==> src/rtl/pad_input_debounce.sv <==
// ---------------------------------------------------------------------------
// pad_input_debounce
//
// Brings one raw input-pad bit (ibuf/iobuf dataout) into the clock domain and
// removes contact bounce. The bit first goes through a synchronizer chain. A
// debounce FSM then accepts a new value only after it has been sampled for
// DEBOUNCE_CYCLES consecutive clock edges. The result is a clean registered
// level plus one-cycle rise/fall pulses.
//
// Parameters
//   SYNC_STAGES      flops in the synchronizer chain (>= 2)
//   DEBOUNCE_CYCLES  consecutive sampled cycles a new value must hold (>= 1)
//   RESET_VALUE      value of the sync chain and of level during/after reset
//
// Ports
//   clock    in   sole clock
//   reset_n  in   asynchronous, active-low reset
//   pad_in   in   raw pad value, asynchronous to clock
//   enable   in   1 = debounce active; 0 = hold level, clear counter
//   level    out  debounced, registered pad value
//   rise     out  one-cycle registered pulse on level 0->1
//   fall     out  one-cycle registered pulse on level 1->0
//   busy     out  1 while a candidate change is being counted
// ---------------------------------------------------------------------------
module pad_input_debounce #(
    parameter int   SYNC_STAGES     = 2,
    parameter int   DEBOUNCE_CYCLES = 1000,
    parameter logic RESET_VALUE     = 1'b0
) (
    input  logic clock,
    input  logic reset_n,
    input  logic pad_in,
    input  logic enable,
    output logic level,
    output logic rise,
    output logic fall,
    output logic busy
);

    localparam int CNT_W = $clog2(DEBOUNCE_CYCLES + 1);
    localparam logic [CNT_W-1:0] CNT_LAST = CNT_W'(DEBOUNCE_CYCLES - 1);
    localparam logic [CNT_W-1:0] CNT_ONE  = CNT_W'(1);

    typedef enum logic {
        STABLE   = 1'b0,
        CHANGING = 1'b1
    } state_t;

    // -----------------------------------------------------------------------
    // Synchronizer chain. It runs regardless of enable, so the sampled value
    // is already settled when debouncing is re-enabled.
    // -----------------------------------------------------------------------
    logic [SYNC_STAGES-1:0] sync_q;
    logic                   s;

    // NOTE: flops use non-blocking assignments so that every stage samples
    // the previous stage's value from before the edge. Blocking assignments
    // here would collapse the chain into a single flop.
    always_ff @(posedge clock or negedge reset_n) begin
        if (!reset_n) begin
            sync_q <= {SYNC_STAGES{RESET_VALUE}};
        end else begin
            sync_q <= {sync_q[SYNC_STAGES-2:0], pad_in};
        end
    end

    assign s = sync_q[SYNC_STAGES-1];

    // -----------------------------------------------------------------------
    // Debounce FSM: state register
    // -----------------------------------------------------------------------
    state_t           state_q, state_d;
    logic [CNT_W-1:0] cnt_q, cnt_d;
    logic             level_d, rise_d, fall_d;

    always_ff @(posedge clock or negedge reset_n) begin
        if (!reset_n) begin
            state_q <= STABLE;
            cnt_q   <= '0;
            level   <= RESET_VALUE;
            rise    <= 1'b0;
            fall    <= 1'b0;
        end else begin
            state_q <= state_d;
            cnt_q   <= cnt_d;
            level   <= level_d;
            rise    <= rise_d;
            fall    <= fall_d;
        end
    end

    // -----------------------------------------------------------------------
    // Debounce FSM: next state / outputs
    // cnt counts the mismatching edges seen so far in the current candidate
    // change. The change is accepted on the edge where cnt reaches
    // DEBOUNCE_CYCLES-1, which is the DEBOUNCE_CYCLES-th mismatching edge.
    // -----------------------------------------------------------------------
    always_comb begin
        // NOTE: every signal gets a default before any branch, so no path
        // leaves one unassigned and no latch is inferred.
        state_d = state_q;
        cnt_d   = cnt_q;
        level_d = level;
        rise_d  = 1'b0;
        fall_d  = 1'b0;

        if (!enable) begin
            state_d = STABLE;
            cnt_d   = '0;
        end else begin
            case (state_q)
                STABLE: begin
                    cnt_d = '0;
                    if (s != level) begin
                        if (DEBOUNCE_CYCLES == 1) begin
                            // A single sample is enough, so accept the change immediately.
                            level_d = s;
                            rise_d  = s;
                            fall_d  = ~s;
                        end else begin
                            state_d = CHANGING;
                            cnt_d   = CNT_ONE;
                        end
                    end
                end

                CHANGING: begin
                    if (s == level) begin
                        // Bounced back before qualifying: abandon the candidate.
                        state_d = STABLE;
                        cnt_d   = '0;
                    end else if (cnt_q == CNT_LAST) begin
                        state_d = STABLE;
                        cnt_d   = '0;
                        level_d = s;
                        rise_d  = s;
                        fall_d  = ~s;
                    end else begin
                        cnt_d = cnt_q + CNT_ONE;
                    end
                end

                default: begin
                    state_d = STABLE;
                    cnt_d   = '0;
                end
            endcase
        end
    end

    // Decoded straight from the state flop, so busy is glitch-free and registered.
    assign busy = (state_q == CHANGING);

endmodule

==> config.mk <==
export PLATFORM = sky130hd
export DESIGN_NAME = pad_input_debounce
export DESIGN_NICKNAME = d
export VERILOG_FILES = /design/src/rtl/pad_input_debounce.sv
export SDC_FILE = /design/constraint.sdc
export NUM_CORES = 1
export LEC_CHECK = 0
export ABC_AREA = 1
export ABC_CLOCK_PERIOD_IN_PS = 1650
export CAP_MARGIN = 20
export CORE_MARGIN = 5
export CORE_UTILIZATION = 53
export DETAILED_ROUTE_END_ITERATION = 6
export GPL_ROUTABILITY_DRIVEN = 0
export GPL_TIMING_DRIVEN = 0
export HOLD_SLACK_MARGIN = 0.1
export PLACE_DENSITY = 0.81
export SLEW_MARGIN = 0
export SYNTH_ARGS = -nofsm -noshare
export SYNTH_HDL_FRONTEND = slang
export SYNTH_SLANG_ARGS = --single-unit
==> constraint.sdc <==
create_clock -name clock -period 1.65 [get_ports clock]
set_input_delay 0.165 -clock clock [delete_from_list [all_inputs] [get_ports clock]]
set_output_delay 0.165 -clock clock [all_outputs]
set_load 0.05 [all_outputs]
Yosys cells after proc, flatten, opt, wreduce, memory -nomap -nowiden
Index checks and enable logic that the tools add are counted.

Mux-type cells: 18. Bitwise gates (word level): 3. Add/sub/neg operators: 1. Reductions and logical operators: 1. Equality and inequality tests: 3.

Operator list (number): two-way mux 10 bit (3); one-hot mux 10 bit (2 select lines) (1); two-way mux 1 bit (13); adder 10 x 1 -> 10 bit, second input constant (1); equality test 10 bit, second input constant (1); AND reduction 4 bit (1); NOT 1 bit (3); one-hot mux 1 bit (2 select lines) (1); equality test 1 bit (1); inequality test 1 bit (1).

Output and inout bits: 4. Register bits after elaboration: 16. Bits of input ports: 4.

Depth between registers and ports, before layout
Gate-level depths: netlist of the first run.

Depth after elaboration: 5. Gate-level depth with buffers: 8. Mapped depth without buffers: 8.

Worst setup path after synthesis of the first run
OpenSTA, ideal clock, no wires.

Path type: register to register. From: register level. To: register level. Arrival time: 1.205 ns. Cell stages (with the launch flop): 8. Setup time: 0.120 ns. Path slack: 0.325 ns. Buffers on the path: 0. Required time: 1.530 ns. Cells stage by stage: dfrtp_1 > inv_1 > nand2_1 > nand2_1 > nor2_2 > nand3_2 > nand2_1 > nand2_1.

Word-level cells in the longest chain between the ends: 3.

RTL lines: start: declaration (RTL line 34) `output logic level,`; start signal: assignment (RTL line 86) `level <= level_d;`; equality test 1 bit (RTL line 128) `if (s == level) begin`; NOT 1 bit (no line); AND reduction 4 bit (no line).

Every way passes these cells. A chain may end at the register's enable or synchronous reset.

Worst setup path in the final report of the first run
From: register rise. To: output rise.

RTL lines: start: declaration (RTL line 35) `output logic rise,`; start signal: assignment (RTL line 87) `rise <= rise_d;`.

No word-level cell between the ends.

==> results.py, run 1 <==
metrics = {
    "drt": {
        "wirelength_mm": 1.234,
        "post_drt_via_cell_ratio": 4.825,
        "drt_iter0_drc": 5,
        "routed-via-count": 550,
        "ant_nets": 0,
        "wl_per_cell_microns": 10.82,
        "drc": 0,
        "first_pass_iters": 4,
    },
    "pwr": {
        "power.density_nw_per_um2": 778.4,
        "clkPwrFrac_pct": 36.5,
        "leakage_nw": 0.4337,
        "sw_frac_of_total_pct": 21.59,
        "power_frac_comb_pct": 5.6,
        "pwr-share-seq_pct": 57.9,
        "vdd_ir_drop_max_mv": 0.5416,
        "p_sw_uw": 150.3,
        "p_int_uw": 546.0,
    },
    "global_route": {
        "grtUsageTotal_pct": 13.41,
        "grt_pass1_wl_mm": 2.152,
        "grt_pass1_vias": 557,
        "grt_max_degree": 17,
        "gr-total-overflow": 0,
        "antenna_found_initial": 0,
    },
    "worst_setup_path": {
        "worst_setup_path_start_kind": "flip-flop",
        "crit_path_top_delay_cell": "clkdlybuf4s50_1",
        "rr_startpoint": "cnt_q[0]$_DFF_PN0_",
        "worstRegToRegCells": 6,
        "critical_path.max_fanout": 1,
        "endpoint_kind": "primary output",
        "timing.rr.end": "cnt_q[3]$_DFF_PN0_",
        "critPathArrivalTime_ns": 1.41,
        "rrSetupSlack_ns": 0.37,
        "crit_chain": "clkdlybuf4s50_1",
        "critical_path_class": "flip-flop to primary output",
        "cp_num_buf_inv": 1,
        "critical_path.top_delay_family": "buffers and inverters",
        "required_ns": 1.48,
        "cp_slowest_stage_delay_ns": 0.79,
    },
    "cells_and_area": {
        "fin_util_pct": 67.07,
        "antennaDiodeCount": 0,
        "fin_nets": 105,
        "synthToLayoutAreaGrowth_pct": 15.88,
        "fillers": 113,
        "layout-drive-gt1-share_pct": 16.16,
    },
    "synthesis": {
        "syn_area_sq_um": 772.0,
        "ys.flop_type": "dfrtp_1",
        "syn-num-nets": 93,
        "syn_inst": 88,
        "synth.area.top_cells": "dfrtp_1, nand2_1, inv_1",
        "avgSynthCellArea_sq_um": 8.773,
        "synth_seq_cells": 16,
        "synthTopCellsByCount": "dfrtp_1, nand2_1, inv_1",
        "yosys.cell_count.top_type": "dfrtp_1",
        "yosys_warnings": 0,
        "synth_edf_count": 0,
        "ys_seq_area_share_pct": 51.86,
        "yosysTopAreaCell": "dfrtp_1",
        "synth.distinct_cells": 19,
        "async_reset_ff_share_pct": 100.0,
        "yosysTopAreaCellShare_pct": 51.86,
    },
    "timing": {
        "hold_violations": 0,
        "fin_crit_ns": 1.576,
        "worstMarginPinSlew_ns": 0.6536,
        "relSlewSlack_pct": 56.29,
        "holdWs_ns": 0.2771,
        "fin_crit_sh_pct": 95.54,
        "worst_slack_ns": 0.07359,
        "max_clock_freq_mhz": 634.4,
        "rsz0062_at_grt": "no",
        "clock_skew_ns": 0.001250,
        "finalSetupViolCount": 0,
        "slew_viol_final": 0,
        "setup-tns-final_ns": 0,
    },
    "clock_tree": {
        "cts_sinks": 16,
        "postCtsResizedCells": 2,
        "path_clk_slew_ns": 0.09,
        "cts_hold_buf": 0,
        "root_buffer": "clkbuf_4",
        "cts_max_path_buffers": 2,
        "postCtsSetupBuffers": 0,
        "cts_made_buffers": 3,
        "cts.htree.levels": 1,
        "clock_latency_ns": 0.28,
        "cts_tree": "yes",
    },
    "hold_path": {
        "hp-class": "input port to async pin",
    },
    "die": {
        "initial_core_util_pct": 57.88,
        "io_pins": 8,
        "num_rows": 13,
        "die_y_microns": 48.17,
        "coreArea_sq_um": 1334,
        "die-area_sq_um": 2320,
        "die_x_microns": 48.17,
    },
    "place": {
        "hpwl_microns": 978.3,
        "port_buffers": 7,
        "post-place-ws_ns": 0.2257,
    },
    "outcome": {
        "outcome": "finished, final reports clean",
    },
    "job": {
        "cap_violations": 0,
    },
}
per-stage QoR:
step / cells / area [sq um] / power [mW]
after detailed placement: 110 / 860.8 / 0.4518
after CTS: 114 / 894.6 / 0.7033
final: 114 / 894.6 / 0.6963
after floorplan: 88 / 772.0 / 0.4307
after global routing: 114 / 894.6 / 0.7281
after global placement: 110 / 860.8 / 0.4508
layout by cell type (no fill, tap or decap):
master | synthesis | final
dlygate4sd2_1 | 0 | 2
a21oi_2 | 1 | 1
nand2_2 | 4 | 4
inv_1 | 14 | 14
clkinv_2 | 1 | 1
nor2_4 | 1 | 1
clkdlybuf4s50_1 | 0 | 5
nand3_1 | 4 | 4
o21ai_0 | 3 | 3
xnor2_1 | 2 | 2
ha_1 | 1 | 1
clkbuf_4 | 0 | 3
clkbuf_8 | 0 | 1
nand4_1 | 2 | 2
nor2_1 | 12 | 12
nand3b_1 | 1 | 1
xor2_1 | 4 | 4
a21oi_1 | 1 | 1
nand2_1 | 15 | 15
dfrtp_1 | 16 | 16
nand3_2 | 1 | 1
o21bai_1 | 1 | 1
nor2_2 | 4 | 4
state kept, by name (all words and copies together), names as in the netlist:
register  cells
busy          1
cnt_q        10
fall          1
level         1
rise          1
sync_q        2
cell type report:
cell class                 instances  area, sq um  share of cell area, %
tap                               15        18.77                  2.098
inverter                          15        57.56                  6.434
timing repair buffer               7        67.56                  7.552
multi-input combinational         57        314.1                  35.10
sequential                        16        400.4                  44.76
clock buffer                       4        36.28                  4.056
routing by layer:
metal	vias up	wire [microns]	part of all wire, %	GRT usage (%)
met5	-	0	0	0
met4	0	20	1.6	6.452
met3	4	54	4.4	3.321
met2	8	565	46	22.40
met1	248	594	48	16.01
li1	290	-	-	-
power groups by stage:
stage          clock network, mW  logic [mW]  registers [mW]
2_1_floorplan                  0      0.0162           0.415
3_3_place_gp                   0      0.0402           0.411
3_5_place_dp                   0      0.0409           0.411
4_1_cts                    0.260      0.0401           0.403
5_1_grt                    0.280      0.0439           0.405
6_report                   0.254      0.0390           0.403
how the worst max path moves through the flow:
stage / cells after the start / endpoint / start / slack, ns
final: 1 / rise / rise$_DFF_PN0_ / 0.07
after global routing: 1 / fall / fall$_DFF_PN0_ / 0.03
after CTS: 1 / rise / rise$_DFF_PN0_ / 0.06
after detailed placement: 1 / busy / busy$_DFF_PN0_ / 0.23
after global placement: 1 / busy / busy$_DFF_PN0_ / 0.24
after floorplan: 7 / level$_DFFE_PN0P_ / level$_DFFE_PN0P_ / 0.32
cell families (layout without fill, tap and decap cells):
logic type                 after synthesis  count (layout)  share of synthesized area (%)
buffers and inverters                   15              26                          7.455
AOI/OAI and AO/OA                        6               6                          4.700
and+or+nand+nor                         44              44                          27.55
xor gates and xnor gates                 6               6                          6.807
DFF                                     16              16                          51.86
adders and majority gates                1               1                          1.620
No activity file was read; power rests on OpenSTA's default activity.
==> inputs of run 2 (changes only) <==
GPL_ROUTABILITY_DRIVEN = not set   (was 0)
==> results of run 2 <==
No change in the layout: final DEF, timing and power equal those of run 1.
==> inputs of run 3 (changes only) <==
CORE_MARGIN = not set   (was 5)
SKIP_LAST_GASP = 1   (was not set)
==> results.py, run 3 (synthesis gave the netlist of run 1 again) <==
metrics = {
    "die": {
        "initial_core_util_pct": 57.88,
        "num_rows": 13,
        "die_x_microns": 40.17,
        "die-area_sq_um": 1613,
        "coreArea_sq_um": 1334,
        "io_pins": 8,
        "die_y_microns": 40.17,
    },
    "worst_setup_path": {
        "cp_num_buf_inv": 1,
        "critical_path_class": "flip-flop to primary output",
        "critPathArrivalTime_ns": 1.40,
        "cp_slowest_stage_delay_ns": 0.79,
        "critical_path.top_delay_family": "buffers and inverters",
        "worst_setup_path_start_kind": "flip-flop",
        "endpoint_kind": "primary output",
        "critical_path.max_fanout": 1,
        "crit_path_top_delay_cell": "clkdlybuf4s50_1",
        "required_ns": 1.48,
        "crit_chain": "clkdlybuf4s50_1",
    },
    "clock_tree": {
        "clock_latency_ns": 0.29,
        "cts.htree.levels": 1,
        "cts_max_path_buffers": 2,
        "path_clk_slew_ns": 0.09,
        "cts_made_buffers": 3,
        "cts_tree": "yes",
        "root_buffer": "clkbuf_4",
        "postCtsSetupBuffers": 0,
        "cts_sinks": 16,
    },
    "pwr": {
        "vdd_ir_drop_max_mv": 0.5141,
        "pwr-share-seq_pct": 57.9,
        "leakage_nw": 0.4337,
        "p_int_uw": 546.2,
        "power.density_nw_per_um2": 778.9,
        "sw_frac_of_total_pct": 21.61,
        "clkPwrFrac_pct": 36.5,
        "p_sw_uw": 150.6,
        "power_frac_comb_pct": 5.6,
    },
    "timing": {
        "setup-tns-final_ns": 0,
        "max_clock_freq_mhz": 637.6,
        "rsz0062_at_grt": "no",
        "relSlewSlack_pct": 54.72,
        "fin_crit_ns": 1.568,
        "worstMarginPinSlew_ns": 0.6771,
        "hold_violations": 0,
        "slew_viol_final": 0,
        "finalSetupViolCount": 0,
        "fin_crit_sh_pct": 95.05,
        "clock_skew_ns": 0.004892,
    },
    "global_route": {
        "grt_pass1_wl_mm": 1.842,
        "grt_max_degree": 17,
        "antenna_found_initial": 0,
        "grtUsageTotal_pct": 18.45,
        "gr-total-overflow": 0,
        "grt_pass1_vias": 471,
    },
    "cells_and_area": {
        "synthToLayoutAreaGrowth_pct": 15.88,
        "largestRegisters": "cnt_q: 10 flops, sync_q: 2 flops",
        "mostFrequentLayoutCell": "dfrtp_1",
        "largest_reg_flops": 10,
        "antennaDiodeCount": 0,
        "layout-drive-gt1-share_pct": 16.16,
        "fin_util_pct": 67.07,
        "fin_nets": 105,
        "top_register": "cnt_q",
        "layout_common_cells": "dfrtp_1, nand2_1, inv_1",
    },
    "drt": {
        "drt_iter0_drc": 10,
        "drc": 0,
        "routed-via-count": 535,
        "wl_per_cell_microns": 10.22,
        "first_pass_iters": 4,
        "wirelength_mm": 1.165,
        "ant_nets": 0,
        "post_drt_via_cell_ratio": 4.693,
    },
    "hold_path": {
        "hp-class": "input port to async pin",
    },
    "place": {
        "hpwl_microns": 895.2,
        "place_congestion": 0.7608,
        "port_buffers": 7,
    },
    "job": {
        "cap_violations": 0,
    },
    "outcome": {
        "outcome": "finished, final reports clean",
    },
}
run 3: cell counts in the layout (fill, tap and decap cells not counted):
No cell type changed its count.
run 3: final timing paths:
path | end | slack [ns] | startpoint | cells past startpoint
max | rise | 0.08 | rise$_DFF_PN0_ | 1
min | cnt_q[8]$_DFF_PN0_ | 0.28 | reset_n | 1
max reg2reg | cnt_q[2]$_DFF_PN0_ | 0.34 | cnt_q[0]$_DFF_PN0_ | 6
min reg2reg | sync_q[1]$_DFF_PN0_ | 0.38 | sync_q[0]$_DFF_PN0_ | 0
max in group asynchronous | cnt_q[1]$_DFF_PN0_ | 0.94 | reset_n | 1
min in group clock | sync_q[0]$_DFF_PN0_ | 0.33 | pad_in | 1
run 3: metrics by stage:
stage / total power [mW] / cells / hold WS [ns] / setup slack, ns / area, sq um
after floorplan: 0.4307 / 88 / -0.1306 / 0.3246 / 772.0
after global placement: 0.4508 / 110 / 0.3326 / 0.2481 / 860.8
after detailed placement: 0.4516 / 110 / 0.3568 / 0.2450 / 860.8
after CTS: 0.7067 / 114 / 0.2903 / 0.06142 / 894.6
after global routing: 0.7297 / 114 / 0.3160 / 0.01289 / 894.6
final: 0.6968 / 114 / 0.2799 / 0.08174 / 894.6
run 3: timing repair:
action,4_1_cts,5_1_grt
resized for setup,2,0
endpoints found under the setup margin,2,0
hold buffers,0,0
run 3: final cells by class:
class | count | area [sq um]
clock buffers | 4 | 36.28
fillers | 115 | 439.2
inverters | 15 | 57.56
multi-input cells | 57 | 314.1
flip-flops and latches | 16 | 400.4
well taps | 15 | 18.77
repair buffers | 7 | 67.56
run 3: power by group through the flow:
| stage | logic [mW] | registers, mW | clock network, mW |
|---|---|---|---|
| global route | 0.0452 | 0.404 | 0.280 |
| finish | 0.0393 | 0.403 | 0.254 |
| detailed placement | 0.0406 | 0.411 | 0 |
| floorplan | 0.0162 | 0.415 | 0 |
| global placement | 0.0401 | 0.411 | 0 |
| CTS | 0.0400 | 0.403 | 0.263 |
run 3: per-layer routing:
layer	wire, microns	share of wire (%)	up-vias	GRT usage, %
li1	-	-	291	-
met1	587	50	230	22.97
met2	503	43	9	27.42
met3	40	3.4	5	5.000
met4	34	2.9	0	12.93
met5	0	0	-	0
